`src/rtl/mux_arbitro_rr.sv`:
```
// Round-robin arbiter for two valid/ready lanes feeding a registered mux,
// with burst limiting and per-lane transfer counters.
module mux_arbitro_rr #(
    parameter int unsigned BURST_MAX = 2,
    parameter int unsigned DATA_W    = 2
) (
    input  logic              clk,
    input  logic              reset,
    input  logic              valid0,
    input  logic [DATA_W-1:0] data_in0,
    output logic              ready0,
    input  logic              valid1,
    input  logic [DATA_W-1:0] data_in1,
    output logic              ready1,
    input  logic              ready_out,
    output logic              valid_out,
    output logic [DATA_W-1:0] data_out,
    output logic              selector,
    output logic [3:0]        count0,
    output logic [3:0]        count1
);

    typedef enum logic [1:0] {
        IDLE = 2'd0,
        OWN0 = 2'd1,
        OWN1 = 2'd2
    } state_t;

    localparam logic [3:0] BMAX = 4'(BURST_MAX);

    state_t     state, state_nxt;
    logic [3:0] run, run_nxt;
    logic       last, last_nxt;
    logic       gnt, g;
    logic       can_accept, xfer;

    assign can_accept = !valid_out || ready_out;
    assign xfer       = gnt && can_accept;
    assign ready0     = !reset && xfer && !g;
    assign ready1     = !reset && xfer && g;

    // Owner keeps the lane until its burst runs out and the other lane waits
    always_comb begin
        gnt = 1'b0;
        g   = 1'b0;
        unique case (state)
            IDLE: begin
                gnt = valid0 || valid1;
                g   = (valid0 && valid1) ? !last : valid1;
            end
            OWN0: begin
                if (valid0 && (run < BMAX || !valid1)) begin
                    gnt = 1'b1;
                    g   = 1'b0;
                end else if (valid1) begin
                    gnt = 1'b1;
                    g   = 1'b1;
                end
            end
            OWN1: begin
                if (valid1 && (run < BMAX || !valid0)) begin
                    gnt = 1'b1;
                    g   = 1'b1;
                end else if (valid0) begin
                    gnt = 1'b1;
                    g   = 1'b0;
                end
            end
            default: begin
                gnt = 1'b0;
                g   = 1'b0;
            end
        endcase
    end

    always_comb begin
        state_nxt = state;
        run_nxt   = run;
        last_nxt  = last;
        if (xfer) begin
            state_nxt = g ? OWN1 : OWN0;
            last_nxt  = g;
            if (state == state_nxt)
                run_nxt = (run == 4'hf) ? run : run + 4'd1;
            else
                run_nxt = 4'd1;
        end else if (can_accept) begin
            state_nxt = IDLE;
            run_nxt   = 4'd0;
        end
    end

    always_ff @(posedge clk) begin
        if (reset) begin
            state     <= IDLE;
            run       <= 4'd0;
            last      <= 1'b1;
            valid_out <= 1'b0;
            data_out  <= '0;
            selector  <= 1'b0;
            count0    <= 4'd0;
            count1    <= 4'd0;
        end else begin
            state <= state_nxt;
            run   <= run_nxt;
            last  <= last_nxt;
            if (xfer) begin
                data_out  <= g ? data_in1 : data_in0;
                selector  <= g;
                valid_out <= 1'b1;
                if (g)
                    count1 <= count1 + 4'd1;
                else
                    count0 <= count0 + 4'd1;
            end else if (can_accept) begin
                valid_out <= 1'b0;
            end
        end
    end

endmodule

```
`config.mk`:
```
export PLATFORM = sky130hd
export DESIGN_NAME = mux_arbitro_rr
export DESIGN_NICKNAME = d
export VERILOG_FILES = /design/src/rtl/mux_arbitro_rr.sv
export SDC_FILE = /design/constraint.sdc
export NUM_CORES = 1
export LEC_CHECK = 0
export CAP_MARGIN = 10
export CORE_MARGIN = 1.5
export CORE_UTILIZATION = 40
export DETAILED_ROUTE_END_ITERATION = 16
export HOLD_SLACK_MARGIN = 0.06
export PLACE_DENSITY = 0.71
export SLEW_MARGIN = 10
export SYNTH_ARGS = -nofsm -noshare
export SYNTH_HDL_FRONTEND = slang
export SYNTH_SLANG_ARGS = --single-unit
```
`constraint.sdc`:
```
create_clock -name clk -period 3.4 [get_ports clk]
set_clock_uncertainty 0.1 [all_clocks]
set_input_delay 0.68 -clock clk [delete_from_list [all_inputs] [get_ports clk]]
set_output_delay 0.68 -clock clk [all_outputs]
set_load 0.05 [all_outputs]
```
==> Yosys cells after proc, flatten, opt, wreduce, memory -nomap -nowiden <==
Cells that the tools add are included.
{ "word_totals": {"register_bits": 19, "inputBits": 9, "out_inout_bits": 14, "word_cells": 59} }
{ "classes": {"add_sub_neg": 3, "order_cmp": 1, "n_eq_ne": 5, "muxes": 19, "bitwise": 1, "n_reduce_logical": 22} }
{ "op_table": {"columns": ["operator", "count"], "rows": [
  ["two-way mux 4 bit", 4],
  ["adder 4 x 1 -> 4 bit (second input constant)", 3],
  ["two-way mux 1 bit", 9],
  ["two-way mux 2 bit", 4],
  ["logical AND 1 bit", 7],
  ["logical NOT 1 bit", 6],
  ["one-hot mux 1 bit (3 select lines)", 2],
  ["AND reduction 2 bit", 3],
  ["equality test 4 bit (second input constant)", 1],
  ["logical OR 1 bit", 4],
  ["< comparator 4 x 2 -> 1 bit (second input constant)", 1],
  ["inequality test 3 bit (second input constant)", 1],
  ["equality test 2 x 1 -> 1 bit (second input constant)", 1],
  ["equality test 2 bit", 1],
  ["equality test 2 bit (second input constant)", 1],
  ["logical NOT 2 bit", 1],
  ["nonzero test 2 bit", 1],
  ["inverter 1 bit", 1]
]} }

==> Depth between registers and ports, before layout <==
{ "depth": {"depth_word": 9, "depth_mapped": 6, "depth_no_buf": 5} }

==> Least setup slack after synthesis <==
Ideal clock, no wire load.
{ "synth_path": {"kind": "input-to-output", "start": "input ready_out", "end": "output ready1", "t_arrival_ps": 2333, "path_slack_ps": 287, "cell_stages": 6, "path_buffers": 2, "cell_sequence": "nand2b_1 -> clkbuf_1 -> and3_1 -> clkbuf_1 -> nand3_1 -> nor2_1"} }
{ "synth_via": {"elab_chain_cells": 4} }
{ "synth_rtl": {"columns": ["element", "line", "rtl"], "rows": [
  ["from (decl)", "15", "input logic ready_out,"],
  ["logical OR 1 bit", "37", "assign can_accept = !valid_out || ready_out;"],
  ["logical AND 1 bit", "38", "assign xfer = gnt && can_accept;"],
  ["logical AND 1 bit (2 in a row)", "40", "assign ready1 = !reset && xfer && g;"],
  ["to (decl)", "14", "output logic ready1,"]
]} }
Every way passes these cells.

==> Worst setup path in the final report <==
{ "layout_path": {"start": "input valid0", "end": "output ready1"} }
{ "layout_via": {"elab_chain_cells": 8, "word_cells_on_any_way": 17, "cone_classes": "mux (8); reduce/logical (9)"} }
{ "layout_rtl": {"columns": ["element", "line", "rtl"], "rows": [
  ["from (decl)", "9", "input logic valid0,"],
  ["logical NOT 1 bit", "61", "if (valid1 && (run < BMAX || !valid0)) begin"],
  ["logical OR 1 bit", "61", null],
  ["logical AND 1 bit", "61", null],
  ["two-way mux 1 bit", "61", null],
  ["one-hot mux 1 bit (3 select lines)", "46", "unique case (state)"],
  ["logical AND 1 bit", "38", null],
  ["logical AND 1 bit", "40", null],
  ["logical AND 1 bit *", "40", null]
]} }
Every way passes the cells marked *; elsewhere a longest branch is shown, timed or not.

==> summary.md <==
| Metric | Value |
|---|---|
| Mean Syn Cell Area | 8.46 µm² |
| Crit share post-route | 94.2% |
| Kind of critical path | in -> out |
| Synth area leaders | dfxtp_1 34%, a21oi_1 6.7%, ha_1 3.4%, nand2b_1 3.4%, nor2_1 3.0% |
| Setup bufs post-CTS | 0 |
| First-pass GRT wire length | between 4000 and 5000 µm |
| 1st-iter DRT viols | 21 |
| Register area share after synthesis | between 30% and 40% |
| CTS max path bufs | 2 |
| Drt pass-1 iters | 4 |
| Hold Vio Cnt, Final | 0 |
| Final net count | around 170 |
| DRC viols | 0 |
| Commonest non-fill, non-tap cell in the layout | clkdlybuf4s50_1 |
| Relative slew slack | between 60% and 70% |
| CP peak stage delay | 0.57 ns |
| Port Buf Inserts | 22 |
| RSZ-0062 raised after global routing | no |
| Power Density | slightly below 400 nW/µm² |
| All-Layer GR Usage | ~17% |
| Final min period | 3.20 ns |
| Mapped Nets | ~140 |
| Crit Path Max Fanout | 8 |
| Power, Total | 546 µW |
| Static leakage | between 0.0005 and 0.0006 µW |
| WP data required | 2.62 ns |
| Routed via count | around 1000 |
| Antenna diodes | 0 |
| Routability cong. | 0.784 |
| Wirelength per Cell | ~14 µm |
| VDD IR max | between 0.2 and 0.3 mV |
| Slowest CP cell | clkdlybuf4s50_1 |
| Async SR Flop Fraction | 0% |
| Synth top area share | 34.1% |
| Dpl hpwl | around 1900 µm |
| Synth Flop Type | dfxtp_1 |
| Die span in y | around 56 µm |
| Clk sinks | 19 |
| Initial antenna violation count | 0 |
| EDFF count, synth | 0 |
| Chip width | 55.8 µm |
| I/O pins | 23 |
| Synthesis-stage register bit count | 19 |
| Total CTS buffers | 3 |
| Crit start category | input port |
| Total wire length | between 2000 and 3000 µm |
| Pin count of the biggest net entering global routing | 23 |
| Max frequency | 312 MHz |
| Area Overhead vs Synth | 25.3% |
| Vias in the first global route | roughly 980 |
| Detail Route Antenna Nets | 0 |
| Core Util, Final | 54.5% |
| Distinct cells, synth | 39 |
| Maxcap violations | 0 |
| Post-route setup TNS | 0 ns |
| Most frequent cells in the layout | 20 x clkdlybuf4s50_1, 19 x dfxtp_1, 15 x a21oi_1, 9 x nor2_1, 8 x nand2_1 |
| Area leader, netlist | dfxtp_1 |
| CTS Root Cell | clkbuf_4 |
| Row cnt | 18 |
| CTS tree | done |
| Fraction of layout cells with a size suffix above 1 | ~15% |
| Status | finished, final reports clean |
| Worst Path Arrival | 2.42 ns |
| Starting density of the core | around 43% |
| Die area | just over 3000 µm² |
| Critical Path, Cell by Cell | clkdlybuf4s50_1, o311a_4, a31oi_2, nand3_1, nor2_1, buf_12 |
| Vias per cell | approximately 5.7 |
| Slew Limit Fails | 0 |
| CP endpoint kind | primary output |
| H-Tree Depth | 1 |
| Clk Latency, worst-skew pair | between 0.3 and 0.4 ns |
| Syn. warnings | 0 |
| Core footprint | between 2000 and 3000 µm² |
| Reg clk slew, reported paths | 0.11 ns |
| Post-CTS Resized | 0 |
| Cells after synthesis | 132 |
| Post-CTS Hold Fix Bufs | 0 |
| Mapped cell area | about 1100 µm² |
| Final setup viols | 0 |
| Worst Tran Pin Value | between 0.5 and 0.6 ns |
| Hold Crit Class | reg -> reg |
| Aggregate global routing overflow | 0 |
-- cells by family after synthesis --
logic type	share of synthesized area (%)
flops	34.1
simple gates	25.7
buf+inv	6.05
mux	3.92
fa+ha+maj	3.36
compound gates	26.9
-- where the power goes --
part	leakage [µW]	total [µW]	internal [µW]	switching (µW)
Combinational	0.000339	169	67.9	102
Clock	0.0000177	121	43.9	77.2
Sequential	0.000156	256	239	16.9
-- worst max-delay path: cells and delay by family --
| kind | cells | cell delay [ns] |
|---|---|---|
| AO/OA/AOI/OAI | 2 | 0.57 |
| buffers and inverters | 2 | 0.74 |
| AND/OR/NAND/NOR | 2 | 0.44 |
-- cells in the mapped netlist, drive strengths merged (3+ instances only) --
cell / number
a21oi: 15
and3: 5
clkbuf: 8
dfxtp: 19
ha: 3
inv: 4
mux2: 3
nand2: 8
nand2b: 6
nand3: 6
nand4: 5
nor2: 9
nor2b: 4
nor3: 4
o21ai: 4
-- sequential cells by signal, indices dropped and copies added, names as in the netlist --
register / flops
valid_out: 1
run: 4
data_out: 2
count0: 4
last: 1
selector: 1
count1: 4
state: 2
-- stage by stage --
stage                     worst slack (ns)  instance area (µm²)  hold WS, ns  instances
final                                0.196                 1400        0.372        182
after global routing                0.0931                 1400        0.408        182
after CTS                            0.206                 1400        0.374        182
after detailed placement             0.206                 1370        0.355        178
after global placement               0.259                 1370        0.357        178
after floorplan                      0.287                 1120        0.338        132
-- routing by layer --
layer / vias to the layer above / track usage, % / routed length, µm
met5: - / 0 / 0
met4: 0 / 5.10 / 27
met3: 4 / 2.79 / 51
met2: 13 / 29.9 / 1290
met1: 487 / 22.5 / 1180
li1: 537 / - / -
-- area by class of cell --
type	count	area, µm²
Inverter	4	15.0
Multi-Input combinational cell	99	668
Tap cell	30	37.5
Fill cell	249	1170
Sequential cell	19	380
Clock inverter	1	5.00
Clock buffer	3	22.5
Timing Repair Buffer	26	270
-- worst paths after layout --
path,from,to,slack (ns),cells past startpoint
worst min register to register,selector,selector,0.37,2
worst max register to register,run[2],count0[0],1.34,4
worst max-delay path,valid0,ready1,0.20,6
worst min-delay path,selector,selector,0.37,2
(Power assumes the default switching activity.)
